[src/rtl/ped_signal_ctrl.sv]
// ped_signal_ctrl
// Pedestrian WALK / DON'T WALK controller that follows the vehicle head of
// traffic_light. WALK is granted on a clean red edge, then a flashing
// clearance phase with a countdown follows. The grant is dropped
// immediately if the vehicle head stops showing a clean red.
//
// Configuration macro: PED_REQ_EN
//   defined   - a debounced, latched push-button request is needed for WALK.
//   undefined - every clean red edge grants WALK, btn is ignored and
//               req_pending is tied low.

module ped_signal_ctrl #(
    parameter int WALK_CYCLES  = 8,   // 1..255
    parameter int CLEAR_CYCLES = 6,   // 1..15
    parameter int FLASH_DIV    = 2,   // 1..15
    parameter int DEBOUNCE     = 3    // 1..15
) (
    input  logic       clk,
    input  logic       rst,
    input  logic       btn,
    input  logic       red,
    input  logic       yellow,
    input  logic       green,
    output logic       walk,
    output logic       dont_walk,
    output logic [3:0] countdown,
    output logic       req_pending
);

    typedef enum logic [1:0] {
        IDLE  = 2'd0,
        WALK  = 2'd1,
        CLEAR = 2'd2
    } state_t;

    state_t     state;
    logic       red_q;
    logic       red_ok;
    logic       red_edge;
    logic       req_ok;
    logic       grant;
    logic [7:0] walk_cnt;
    logic [3:0] flash_cnt;
    logic       flash;

    // Only red with the other two lamps dark counts as red; all-off is not red.
    assign red_ok   = red & ~yellow & ~green;
    assign red_edge = red_ok & ~red_q;
    assign grant    = (state == IDLE) && red_edge && req_ok;

    // Previous red lamp for edge detection; resets high so a red that is
    // already lit when reset releases never grants WALK.
    always_ff @(posedge clk) begin
        // NOTE: reset is synchronous, so it lives inside the clocked block and
        // only takes effect on a rising edge.
        if (rst) begin
            red_q <= 1'b1;
        end else begin
            // NOTE: sequential state uses non-blocking assignments so every
            // register samples values from before the edge.
            red_q <= red;
        end
    end

    // Main phase FSM with registered lamp and countdown outputs.
    always_ff @(posedge clk) begin
        if (rst) begin
            state     <= IDLE;
            walk      <= 1'b0;
            dont_walk <= 1'b1;
            countdown <= 4'd0;
            walk_cnt  <= 8'd0;
            flash_cnt <= 4'd0;
            flash     <= 1'b0;
        end else begin
            case (state)
                IDLE: begin
                    if (grant) begin
                        state     <= WALK;
                        walk      <= 1'b1;
                        dont_walk <= 1'b0;
                        walk_cnt  <= 8'(WALK_CYCLES - 1);
                    end
                end

                WALK: begin
                    if (!red_ok) begin
                        // Vehicle head left clean red: abort straight to IDLE.
                        state     <= IDLE;
                        walk      <= 1'b0;
                        dont_walk <= 1'b1;
                        countdown <= 4'd0;
                    end else if (walk_cnt == 8'd0) begin
                        state     <= CLEAR;
                        walk      <= 1'b0;
                        dont_walk <= 1'b1;
                        countdown <= 4'(CLEAR_CYCLES);
                        flash     <= 1'b1;
                        flash_cnt <= 4'(FLASH_DIV - 1);
                    end else begin
                        walk_cnt <= walk_cnt - 8'd1;
                    end
                end

                CLEAR: begin
                    if (!red_ok || countdown == 4'd1) begin
                        // Either an abort or the last clearance cycle.
                        state     <= IDLE;
                        walk      <= 1'b0;
                        dont_walk <= 1'b1;
                        countdown <= 4'd0;
                        flash     <= 1'b0;
                        flash_cnt <= 4'd0;
                    end else begin
                        countdown <= countdown - 4'd1;
                        if (flash_cnt == 4'd0) begin
                            flash     <= ~flash;
                            dont_walk <= ~flash;
                            flash_cnt <= 4'(FLASH_DIV - 1);
                        end else begin
                            flash_cnt <= flash_cnt - 4'd1;
                        end
                    end
                end

                default: begin
                    state     <= IDLE;
                    walk      <= 1'b0;
                    dont_walk <= 1'b1;
                    countdown <= 4'd0;
                end
            endcase
        end
    end

`ifdef PED_REQ_EN
    logic [3:0] deb_cnt;
    logic       press_done;

    // A press completes on the sample that brings the count up to DEBOUNCE;
    // the count then saturates so a long hold sets the request only once.
    assign press_done = btn && (state != WALK) && (deb_cnt == 4'(DEBOUNCE - 1));
    assign req_ok     = req_pending;

    // Button debounce and request latch; the grant consumes the request.
    always_ff @(posedge clk) begin
        if (rst) begin
            deb_cnt     <= 4'd0;
            req_pending <= 1'b0;
        end else begin
            if (state == WALK || !btn) begin
                deb_cnt <= 4'd0;
            end else if (deb_cnt != 4'(DEBOUNCE)) begin
                deb_cnt <= deb_cnt + 4'd1;
            end

            if (grant) begin
                req_pending <= 1'b0;
            end else if (press_done) begin
                req_pending <= 1'b1;
            end
        end
    end
`else
    logic unused_btn;

    // Without requests every clean red edge grants and the button is unused.
    assign req_ok      = 1'b1;
    assign req_pending = 1'b0;
    assign unused_btn  = btn;
`endif

endmodule

[config.mk]
export PLATFORM = sky130hd
export DESIGN_NAME = ped_signal_ctrl
export DESIGN_NICKNAME = d
export VERILOG_FILES = /design/src/rtl/ped_signal_ctrl.sv
export SDC_FILE = /design/constraint.sdc
export NUM_CORES = 1
export LEC_CHECK = 0
export ABC_AREA = 1
export BUFFER_PORTS_ARGS = -buffer_cell sky130_fd_sc_hd__buf_2
export CAP_MARGIN = 20
export CELL_PAD_IN_SITES_DETAIL_PLACEMENT = 0
export CELL_PAD_IN_SITES_GLOBAL_PLACEMENT = 1
export CORE_MARGIN = 3
export CORE_UTILIZATION = 42
export DETAILED_ROUTE_END_ITERATION = 10
export PLACE_DENSITY_LB_ADDON = 0.1
export RECOVER_POWER = 50
export SYNTH_ARGS = -nofsm -noshare
export SYNTH_HDL_FRONTEND = slang
export SYNTH_SLANG_ARGS = --single-unit
[constraint.sdc]
create_clock -name clk -period 1.7 [get_ports clk]
set_input_delay 0.425 -clock clk [delete_from_list [all_inputs] [get_ports clk]]
set_output_delay 0.425 -clock clk [all_outputs]
set_load 0.005 [all_outputs]
# Word level (Yosys, flattened, before mapping)
# Index checks and enable logic that the tools add are counted.
# W data, S select, Z words.
# classes
n_bitwise,8
order_cmp,0
eq_ne,10
n_div,0
n_addsub,3
n_shift,0
reduce_logical,14
n_mux,32
multipliers,0
# op_table
cell,n
$mux W4,7
$mux W8,3
$pmux W8 S2,1
$pmux W4 S3,1
$mux W1,11
$ne A2 B2 Y1 const B,5
$reduce_and A3 Y1,3
$logic_not A8 Y1,1
$mux W2,4
$pmux W4 S2,1
$reduce_and A4 Y1,2
$sub A4 B1 Y4 const B,2
$sub A8 B1 Y8 const B,1
$ne A3 B3 Y1 const B,2
$pmux W1 S3,2
$pmux W2 S3,1
$not A1 Y1,5
$eq A4 B1 Y1 const B,1
$logic_not A4 Y1,1
$reduce_bool A2 Y1,2
$and A1 B1 Y1,3
$eq A2 B1 Y1 const B,1
$eq A2 B2 Y1 const B,1
$logic_not A2 Y1,1
5 further kinds,5
# word_totals
word_cells,75
mem_count,0
latchBits,0
out_inout_bits,7
inputBits,6
ram_bits,0
romBits,0
ff_bits,22

# Depth between registers and ports, before layout
# Gate-level depths: netlist of run 1.
# logic_depth
ltp_word,7
depth_mapped,11
mapped_depth_nobuf,11

# Worst setup path after synthesis of run 1
# OpenSTA, ideal clock, no wires.
# synth_path
path_kind,register to register
startpoint,register state[1]
endpoint,register walk
t_required_ps,1581
setup_ps,119
period_less_slack_ps,1354
path_stages_with_launch,9
slack_ps,346
arrival_ps,1235
path_buffers,0
cell_sequence,dfxtp_1 -> inv_1 -> ha_1 -> nand4_2 -> clkinv_2 -> nand2_2 -> nand2_1 -> o21ai_0 -> a21oi_1
# synth_between
elab_chain_len,4
word_cells_on_any_way,9
classes_between,eq/ne: 5; mux: 1; reduce/logical: 3
# synth_rtl
element,line,rtl
from (decl),36,state_t state;
from (signal assigned),68,state <= IDLE;
from (signal assigned),79,state <= WALK;
from (signal assigned),89,state <= IDLE;
$logic_not A2 Y1,"49, 76",
$logic_and A1 B1 Y1,49,assign grant = (state == IDLE) && red_edge && req_ok;
$ne A2 B2 Y1 (no line),-,
$reduce_and A3 Y1 (no line),-,
to (signal assigned),80,walk <= 1'b1;
to (signal assigned),90,walk <= 1'b0;
to (signal assigned),95,walk <= 1'b0;
to (decl),24,"output logic walk,"
# Several ways; a longest one is shown, not always the timed one.
# A chain may end at the register's enable or synchronous reset.

==> key figures, run 1 <==
Detailed routing
  – Routed wire length: 3100 um
  – Initial DRC count: 38
  – Detailed-route via count: 1342
  – ANT nets after route: 0
  – Pre-antenna DRT Iters: 4
  – Drt drc: 0
  – Avg WL per Cell: 11.2 um
  – DR vias/cell: 4.86

Job
  – Maxcap violations: 0

Global route
  – First-pass GRT wire length: 5560 um
  – Number of global-route vias before repair: 1333
  – Initial antenna violation count: 0
  – GRT overflow: 0
  – Largest net degree at the start of global routing: 12
  – GRT Total Usage: 16.6%

Floorplanning
  – Die ar.: approximately 4200 um2
  – DIE WIDTH: around 65 um
  – I/O pin cnt: 13
  – Starting Density: 45.9%
  – Row count: 20
  – Die height: approximately 65 um
  – Total core area: roughly 3200 um2

Synth
  – Yosys top cell area share: 28.8%
  – Post-synth EDFFs: 0
  – Synth top area cells: dfxtp_1, nand2_1, nand3_1, ha_1, inv_1
  – Commonest cells in the netlist: nand2_1, inv_1, nand3_1
  – Cell variety after synth: 26
  – Gate Count Post-Synth: 218
  – Top FF cell, synth: dfxtp_1
  – Sequential fraction of the synthesis area: 28.8%
  – Largest area contributor in the synthesized netlist: dfxtp_1
  – Ys async rst share: 0%
  – Syn. warnings: 0
  – Most frequent cell after synthesis: nand2_1
  – Synthesis-stage register bit count: 21
  – Mapped Area: 1460 um2
  – Syn avg cell area: 6.70 um2
  – Syn_nets: between 200 and 250

Place
  – DP Area: 1570 um2
  – Gpl congestion: 0.800
  – Post-DP HPWL: 2450 um
  – # port buffers: 10
  – Post-Place Cells: between 200 and 300

Final layout
  – Final cell count without fillers: 276
  – Design Area, Final: around 1600 um2
  – Layout cells sized above 1: 17.7%
  – ANT cells: 0
  – Syn-to-layout area delta: 8.83%
  – Nets: between 200 and 250

Setup path
  – Crit-path max FO: 8
  – CP endpoint kind: flop
  – Worst EP arrival: 1.77 ns
  – Cell Chain, Critical Path: ha_2 > nand4_2 > clkinv_2 > nand2_2 > nand2_4 > nand2_4 > nand2_2 > nand2_1 > nor2_1
  – Worst Setup Path Type: reg2reg
  – Slowest stage cell, crit path: dfxtp_1
  – Largest stage delay on the critical path: 0.40 ns
  – CP required: approximately 2 ns
  – Startpoint types: flop

STA
  – Final Critical Period: roughly 1.5 ns
  – Fmax: 667 MHz
  – Max-slew violations: 0
  – Layout Skew: 0.0104 ns
  – Fin. Hold Viols: 0
  – Hold slack final: 0.357 ns
  – Final setup vio count: 0
  – RSZ-0062 raised after global routing: no
  – Setup TNS after final layout: 0 ns
  – Period utilization: 88.2%

Clock network
  – CTS Buf Count: 3
  – Latest clock arrival within the worst-skew pair: 0.31 ns
  – H-tree level count: 1
  – CTS root buffer: clkbuf_4
  – Clock slew seen by the registers of the worst setup and hold paths: 0.13 ns
  – Clock tree from TritonCTS: built
  – # clock sinks: 21
  – CTS Buffer Depth: 2
  – Post-CTS setup buffers: 0

Outcome
  – Outcome: finished clean

Pwr
  – P_sw: about 500 uW
  – Total power divided by cell area: 808 nW/um2
  – Gate power share: roughly 38%
  – Max IR drop VDD: around 0.32 mV
  – Pleak: ~0.67 nW
  – Clock Power Share: 19.9%
  – Flop pwr share: between 40% and 50%
  – Sw Share: slightly below 40%
  – P_int: between 700 and 800 uW

Worst hold path
  – Worst hold path type: in2reg
[path summary, 6_finish.rpt]
check	slack, ns	cells past startpoint	from	end
setup / recovery	0.20	9	walk	walk_cnt[0]
hold / removal	0.36	2	red	red_q
setup reg to reg	0.20	9	walk	walk_cnt[0]
hold reg to reg	0.49	2	walk_cnt[7]	walk_cnt[7]
[power groups by stage]
| stage | Sequential, mW | Combinational (mW) | Clock (mW) |
|---|---|---|---|
| after global placement | 0.551 | 0.482 | 0 |
| final | 0.543 | 0.486 | 0.255 |
| after CTS | 0.542 | 0.491 | 0.264 |
| after floorplan | 0.549 | 0.389 | 0 |
| after detailed placement | 0.553 | 0.487 | 0 |
| after global routing | 0.547 | 0.561 | 0.292 |
[layer usage]
layer  share of wire [%]  vias to the layer above  track usage, %
li1                    -                      722               -
met4                 1.8                        0            5.54
met2                  49                       13            30.4
met1                  47                      600            19.4
met5                   0                        -               0
met3                 1.9                        7            2.60
[worst max-delay path: cells and delay by family (launching register included)]
kind          cells  cell delay, ns
fa+ha+maj         1            0.28
buf+inv           1            0.11
flops             1            0.40
simple gates      7            0.65
[cell type report]
cell class	instances	area, um2
Tap cell	44	55.1
Fill cell	354	1590
Sequential cell	21	420
Clock buffer	4	26.3
Inverter	29	110
Timing Repair Buffer	12	58.8
Multi-Input combinational cell	166	918
[logic make-up after synthesis]
family	count (synthesis)	synth area share, %
buffers and inverters	31	8.31
and+or+nand+nor	130	45.0
other	1	0.257
AOI/OAI and AO/OA	25	9.34
DFF	21	28.8
adders and majority gates	9	7.71
xor gates and xnor gates	1	0.600
[cell usage in the layout, fill, tap and decap left out, drive strengths merged]
cell,instances
clkbuf,9
or2,2
inv,27
nand3,24
o21ai,8
nand4,4
dfxtp,21
nor3b,1
clkinv,2
conb,1
nand2,68
a21oi,17
nor2,28
nor3,3
ha,9
buf,7
xnor2,1
[state kept, by name (all words and copies together) (netlist names)]
signal,flops
walk_cnt,8
dont_walk,1
flash_cnt,4
walk,1
countdown,4
flash,1
red_q,1
state,1
[metrics by stage]
| step | util (%) | total power [mW] | worst slack (ns) |
|---|---|---|---|
| after CTS | 50.2 | 1.30 | 0.0712 |
| after floorplan | - | 0.938 | 0.346 |
| after global routing | 50.0 | 1.40 | 0.0346 |
| final | 50.0 | 1.28 | 0.201 |
| after detailed placement | 49.4 | 1.04 | 0.101 |
| after global placement | 49.4 | 1.03 | 0.147 |
[repair_timing]
action | in CTS | in global routing
hold buffers | 0 | 0
setup endpoints to repair | 0 | 7
resized for setup | 0 | 3
Note: power is estimated with default switching activity, not from simulation.
==> run 2: changes to the inputs <==
--- a/config.mk
+++ b/config.mk
@@ -10,8 +10,8 @@
 export CAP_MARGIN = 20
 export CELL_PAD_IN_SITES_DETAIL_PLACEMENT = 0
 export CELL_PAD_IN_SITES_GLOBAL_PLACEMENT = 1
-export CORE_MARGIN = 3
 export CORE_UTILIZATION = 42
+export CTS_CLUSTER_SIZE = 10
 export DETAILED_ROUTE_END_ITERATION = 10
 export PLACE_DENSITY_LB_ADDON = 0.1
 export RECOVER_POWER = 50
==> run 2 against run 1 <==
  * Maximum frequency fell by 1.5%
  * Clock skew fell by 0.0057 ns
  * Sequential share of layout area fell by 0.12 points
  * Die area fell by 12%
  * Non-clock buffer count rose by 1
  * Clock power barely moved
  * Sequential power barely moved
  * Global-route usage rose by 2.8 points
  * First-iteration DRC count rose by 71%
==> key figures, run 2 (synthesized netlist as in run 1, its figures left out) <==
STA
  – Final Critical Period: 1.52 ns (+0.0224 ns)
  – Max-slew violations: 0 (unchanged)
  – Layout Skew: 0.00471 ns (-0.00566 ns)
  – Fin. Hold Viols: 0 (unchanged)
  – Fmax: 657 MHz (-1.5%)
  – Hold slack final: 0.363 ns (+0.00666 ns)
  – Setup TNS after final layout: 0 ns (unchanged)
  – Period utilization: 89.5% (+1.3 points)
  – Final setup vio count: 0 (unchanged)
  – RSZ-0062 raised after global routing: no

Detailed routing
  – Detailed-route via count: 1328 (-1.0%)
  – Pre-antenna DRT Iters: 4 (unchanged)
  – DR vias/cell: 4.76 (-2.1%)
  – Routed wire length: 3050 um (-1.8%)
  – ANT nets after route: 0 (unchanged)
  – Initial DRC count: 65 (+71%)
  – Drt drc: 0 (unchanged)
  – Avg WL per Cell: 10.9 um (-2.8%)

Floorplanning
  – I/O pin cnt: 13 (unchanged)
  – Total core area: 3340 um2 (+5.0%)
  – Die height: 61.0 um (-6.2%)
  – Starting Density: 43.8% (-2.2 points)
  – Row count: 21 (+5.0%)
  – Die ar.: 3720 um2 (-12%)
  – DIE WIDTH: 61.0 um (-6.2%)

Final layout
  – Biggest registers after layout: walk_cnt (8), countdown (4), flash_cnt (4)
  – Layout cells sized above 1: 19.7% (+2.1 points)
  – Syn-to-layout area delta: 9.34%
  – Top reg by flops: walk_cnt
  – Nets: 249 (+0.40%)
  – Design Area, Final: 1600 um2 (+0.47%)
  – Max reg flops: 8 (unchanged)
  – Most common cell after layout, fill and taps aside: nand2_1
  – Area occupied by multi-input gates: 911 um2 (-0.82%)
  – # fillers: 377 (+6.5%)
  – Leading cell types in the layout, fill and taps excluded: nand2_1, inv_1, nand3_1, dfxtp_1, nor2_1
  – Reg area: 420 um2 (unchanged)
  – ANT cells: 0 (unchanged)
  – Final cell count without fillers: 279 (+1.1%)

Global route
  – GRT Total Usage: 19.4% (+2.8 points)
  – Initial antenna violation count: 0 (unchanged)
  – GRT overflow: 0 (unchanged)
  – Number of global-route vias before repair: 1219 (-8.6%)
  – First-pass GRT wire length: 5330 um (-4.1%)
  – Largest net degree at the start of global routing: 13 (+1)

Clock network
  – CTS Buffer Depth: 2 (unchanged)
  – CTS Buf Count: 3 (unchanged)
  – Latest clock arrival within the worst-skew pair: 0.31 ns (about the same)
  – Clock slew seen by the registers of the worst setup and hold paths: 0.13 ns (about the same)
  – # clock sinks: 21 (unchanged)
  – CTS root buffer: clkbuf_4
  – CTS Hold Bufs: 0 (unchanged)
  – Clock tree from TritonCTS: built
  – Post-CTS setup buffers: 0 (unchanged)
  – H-tree level count: 1 (unchanged)

Setup path
  – Worst R2R Start: state[1]
  – Worst Setup Path Type: reg2reg
  – R2r worst-path depth: 10 (+1)
  – CP required: 1.96 ns (about the same)
  – Worst EP arrival: 1.78 ns (about the same)
  – CP endpoint kind: flop
  – Startpoint types: flop
  – Reg2Reg Setup Slack: 0.18 ns (-0.02 ns)
  – Crit-path max FO: 8 (unchanged)
  – Reg2Reg Capture Point: walk_cnt[0]

Pwr
  – Pleak: 0.687 nW (+2.1%)
  – Max IR drop VDD: 0.297 mV (-8.2%)
  – Total power divided by cell area: 805 nW/um2 (-0.43%)

Place
  – Post-DP HPWL: 2410 um (-1.6%)
  – DP Area: 1580 um2 (+0.64%)
  – Post-Place Cells: 275 (+1.1%)
  – # port buffers: 10 (unchanged)
  – Gpl congestion: 0.799 (-0.17%)

Job
  – Maxcap violations: 0 (unchanged)

Worst hold path
  – Min-Delay Endpoint: red_q
  – Hold Path Origin: red
  – Worst hold path type: in2reg
  – Cell depth of the worst hold path: 2 (unchanged)

Outcome
  – Outcome: finished clean
-- run 2: cell types whose count changed in the layout (fill, tap and decap cells not counted), sizes merged --
cell and change:
buf +4, clkinv +1, clkbuf -4
-- run 2: layer usage --
metal | share of wire (%) | track usage (%) | up-vias
li1 | - | - | 724
met1 | 47 | 23.4 | 597
met2 | 51 | 35.2 | 5
met3 | 1.1 | 2.56 | 2
met5 | 0 | 0 | -
met4 | 0.62 | 6.82 | 0
-- run 2: layout make-up --
cell class | instances | area share (%)
multi-input cells | 166 | 57.1
flip-flops and latches | 21 | 26.3
inverters | 29 | 6.90
repair buffers | 13 | 4.39
well taps | 46 | 3.61
clock buffers | 3 | 1.41
clock inverters | 1 | 0.313
-- run 2: metrics by stage --
step | util [%] | setup WS (ns) | total power [mW]
2_1_floorplan | - | 0.346 | 0.938
3_3_place_gp | 47.3 | 0.126 | 1.04
6_report | 47.8 | 0.178 | 1.28
3_5_place_dp | 47.3 | 0.125 | 1.05
5_1_grt | 47.8 | 0.0235 | 1.41
4_1_cts | 48.1 | 0.0993 | 1.32
-- run 2: worst max-delay path, stage by stage, from the launching register on --
cell and delay, ns:
dfxtp_1 0.35, inv_1 0.08, ha_2 0.25, nand4_2 0.18, clkinv_2 0.10, nand2_2 0.08, nand2_4 0.09, nand2_2 0.13
nand2_2 0.09, nand2_1 0.04, nor2_1 0.08
-- run 2: repair_timing --
| action | CTS | global route |
|---|---|---|
| endpoints found under the setup margin | 0 | 7 |
| gates resized for setup | 0 | 2 |
| endpoints found under the hold margin | 0 | 0 |
-- run 2: worst max-delay path by stage --
| stage | from | end | slack, ns | cells past startpoint |
|---|---|---|---|---|
| 3_3_place_gp | state[1] | countdown[0] | 0.13 | 8 |
| 5_1_grt | state[1] | walk_cnt[0] | 0.02 | 10 |
| 6_report | state[1] | walk_cnt[0] | 0.18 | 10 |
| 2_1_floorplan | state[1] | walk | 0.35 | 8 |
| 4_1_cts | state[1] | walk | 0.1 | 8 |
| 3_5_place_dp | state[1] | walk | 0.12 | 8 |
-- run 2: power by group --
part | internal [mW] | total [mW] | switching, mW
combinational | 0.176 | 0.491 | 0.314
sequential | 0.520 | 0.541 | 0.0215
clock | 0.0879 | 0.253 | 0.165
total | 0.784 | 1.28 | 0.501
==> run 3: changes to the inputs <==
--- a/config.mk
+++ b/config.mk
@@ -6,7 +6,7 @@
 export NUM_CORES = 1
 export LEC_CHECK = 0
 export ABC_AREA = 1
-export BUFFER_PORTS_ARGS = -buffer_cell sky130_fd_sc_hd__buf_2
+export BUFFER_PORTS_ARGS = -buffer_cell sky130_fd_sc_hd__clkbuf_2
 export CAP_MARGIN = 20
 export CELL_PAD_IN_SITES_DETAIL_PLACEMENT = 0
 export CELL_PAD_IN_SITES_GLOBAL_PLACEMENT = 1
==> run 3 against run 2 <==
  * Hold slack improved by 0.0010 ns
  * Clock skew fell by 0.0018 ns
  * Wire length rose by 3.9%
  * Register-to-register slack barely moved
  * Cell area did not move
  * Total power rose by 1.0%
  * Cell count did not move
  * Die area did not move
  * Non-clock buffer count did not move
  * Combinational power barely moved
  * Critical path type unchanged
  * Largest cell class unchanged
  * Highest routed layer unchanged
==> key figures, run 3 (synthesized netlist as in run 1, its figures left out) <==
Outcome
  – Outcome: finished clean

Pwr
  – Max IR drop VDD: 0.305 mV (+2.7%)
  – Pleak: 0.687 nW (about the same)
  – Total power divided by cell area: 813 nW/um2 (+1.0%)

Setup path
  – CP required: 1.97 ns (about the same)
  – Worst Setup Path Type: reg2reg
  – CP endpoint kind: flop
  – Worst EP arrival: 1.79 ns (about the same)
  – Crit-path max FO: 8 (unchanged)
  – Startpoint types: flop

Clock network
  – H-tree level count: 1 (unchanged)
  – Latest clock arrival within the worst-skew pair: 0.32 ns (about the same)
  – Post-CTS setup buffers: 0 (unchanged)
  – CTS Buffer Depth: 2 (unchanged)
  – # clock sinks: 21 (unchanged)
  – Clock tree from TritonCTS: built
  – Clock slew seen by the registers of the worst setup and hold paths: 0.13 ns (about the same)
  – CTS Buf Count: 3 (unchanged)
  – CTS root buffer: clkbuf_4

Job
  – Maxcap violations: 0 (unchanged)

Global route
  – GRT Total Usage: 19.7% (+0.28 points)
  – Number of global-route vias before repair: 1238 (+1.6%)
  – Largest net degree at the start of global routing: 13 (unchanged)
  – First-pass GRT wire length: 5350 um (+0.26%)
  – GRT overflow: 0 (unchanged)
  – Initial antenna violation count: 0 (unchanged)

Final layout
  – Max reg flops: 8 (unchanged)
  – Nets: 249 (unchanged)
  – Layout cells sized above 1: 19.7% (unchanged)
  – Most common cell after layout, fill and taps aside: nand2_1
  – Final cell count without fillers: 279 (unchanged)
  – # fillers: 383 (+1.6%)
  – Syn-to-layout area delta: 9.34% (unchanged)
  – Top reg by flops: walk_cnt
  – Biggest registers after layout: walk_cnt (8), countdown (4), flash_cnt (4)
  – Leading cell types in the layout, fill and taps excluded: nand2_1, inv_1, nand3_1, dfxtp_1, nor2_1
  – ANT cells: 0 (unchanged)

Detailed routing
  – Drt drc: 0 (unchanged)
  – Initial DRC count: 70 (+7.7%)
  – Pre-antenna DRT Iters: 4 (unchanged)
  – Routed wire length: 3170 um (+3.9%)
  – Metal-1 WL: 1440 um (about the same)
  – Detailed-route via count: 1329 (+0.075%)
  – ANT nets after route: 0 (unchanged)
  – DR vias/cell: 4.76 (about the same)
  – Avg WL per Cell: 11.3 um (+3.9%)
  – Highest Signal Layer: met4
  – Met2 Routed Length: 1660 um (+6.8%)
  – Met3 WL post-DR: 36 um (+2.9%)

Floorplanning
  – DIE WIDTH: 61.0 um (unchanged)
  – Die ar.: 3720 um2 (unchanged)
  – Starting Density: 43.8% (unchanged)
  – Row count: 21 (unchanged)
  – I/O pin cnt: 13 (unchanged)
  – Die height: 61.0 um (unchanged)
  – Total core area: 3340 um2 (unchanged)

STA
  – Final setup vio count: 0 (unchanged)
  – Final Critical Period: 1.52 ns (-0.00168 ns)
  – Layout Skew: 0.00290 ns (-0.00181 ns)
  – Hold slack final: 0.364 ns (+0.00102 ns)
  – Max-slew violations: 0 (unchanged)
  – Fin. Hold Viols: 0 (unchanged)
  – Fmax: 658 MHz (+0.11%)
  – Period utilization: 89.4% (-0.099 points)
  – Setup TNS after final layout: 0 ns (unchanged)
  – RSZ-0062 raised after global routing: no

Place
  – Gpl congestion: 0.792 (-0.85%)
  – # port buffers: 10 (unchanged)
  – Post-Place Cells: 275 (unchanged)
  – Post-DP HPWL: 2480 um (+2.7%)

Worst hold path
  – Worst hold path type: in2reg
## run 3: changes by cell type in the layout (fill, tap and decap cells not counted), sizes merged
cell,change
buf,-8
clkbuf,+8
## run 3: routing by layer
layer / up-vias / GRT usage [%]
met5: - / 0
li1: 720 / -
met1: 596 / 23.6
met2: 9 / 36.4
met3: 4 / 1.92
met4: 0 / 6.82
## run 3: where the power goes
part / internal, mW / leakage [nW] / switching [mW] / total [mW]
registers: 0.520 / 0.170 / 0.0219 / 0.542
clock network: 0.0882 / 0.0177 / 0.175 / 0.263
logic: 0.175 / 0.499 / 0.317 / 0.493
## run 3: layout make-up
cell class | instances | area, um2 | share of cell area (%)
repair buffers | 13 | 70.1 | 4.39
well taps | 46 | 57.6 | 3.61
multi-input cells | 166 | 911 | 57.1
clock inverters | 1 | 5.00 | 0.313
inverters | 29 | 110 | 6.90
clock buffers | 3 | 22.5 | 1.41
flip-flops and latches | 21 | 420 | 26.3
## run 3: repair_timing
item,4_1_cts,5_1_grt
hold buffers,0,0
gates resized for setup,0,1
setup endpoints to repair,0,10
## run 3: worst paths after layout
path	slack (ns)	cells past startpoint	to	startpoint
worst min register to register	0.49	2	dont_walk	dont_walk
worst min-delay path	0.36	2	red_q	red
worst max register to register	0.18	10	walk_cnt[0]	state[1]
worst max-delay path	0.18	10	walk_cnt[0]	state[1]
## run 3: metrics by stage
| step | power, mW | instance area, um2 | utilization [%] | setup WS (ns) |
|---|---|---|---|---|
| 6_report | 1.30 | 1600 | 47.8 | 0.180 |
| 2_1_floorplan | 0.938 | 1460 | - | 0.346 |
| 4_1_cts | 1.32 | 1610 | 48.1 | 0.0613 |
| 3_3_place_gp | 1.04 | 1580 | 47.3 | 0.118 |
| 3_5_place_dp | 1.05 | 1580 | 47.3 | 0.0927 |
| 5_1_grt | 1.40 | 1600 | 47.8 | 0.0114 |
## run 3: worst max-delay path: stages (launching register included)
cell and delay (ns):
dfxtp_1 0.35, inv_1 0.09, ha_2 0.25, nand4_2 0.18, clkinv_2 0.11, nand2_2 0.06
nand2_2 0.12, nand2_4 0.11, nand2_2 0.07, nand2_1 0.04, nor2_1 0.07
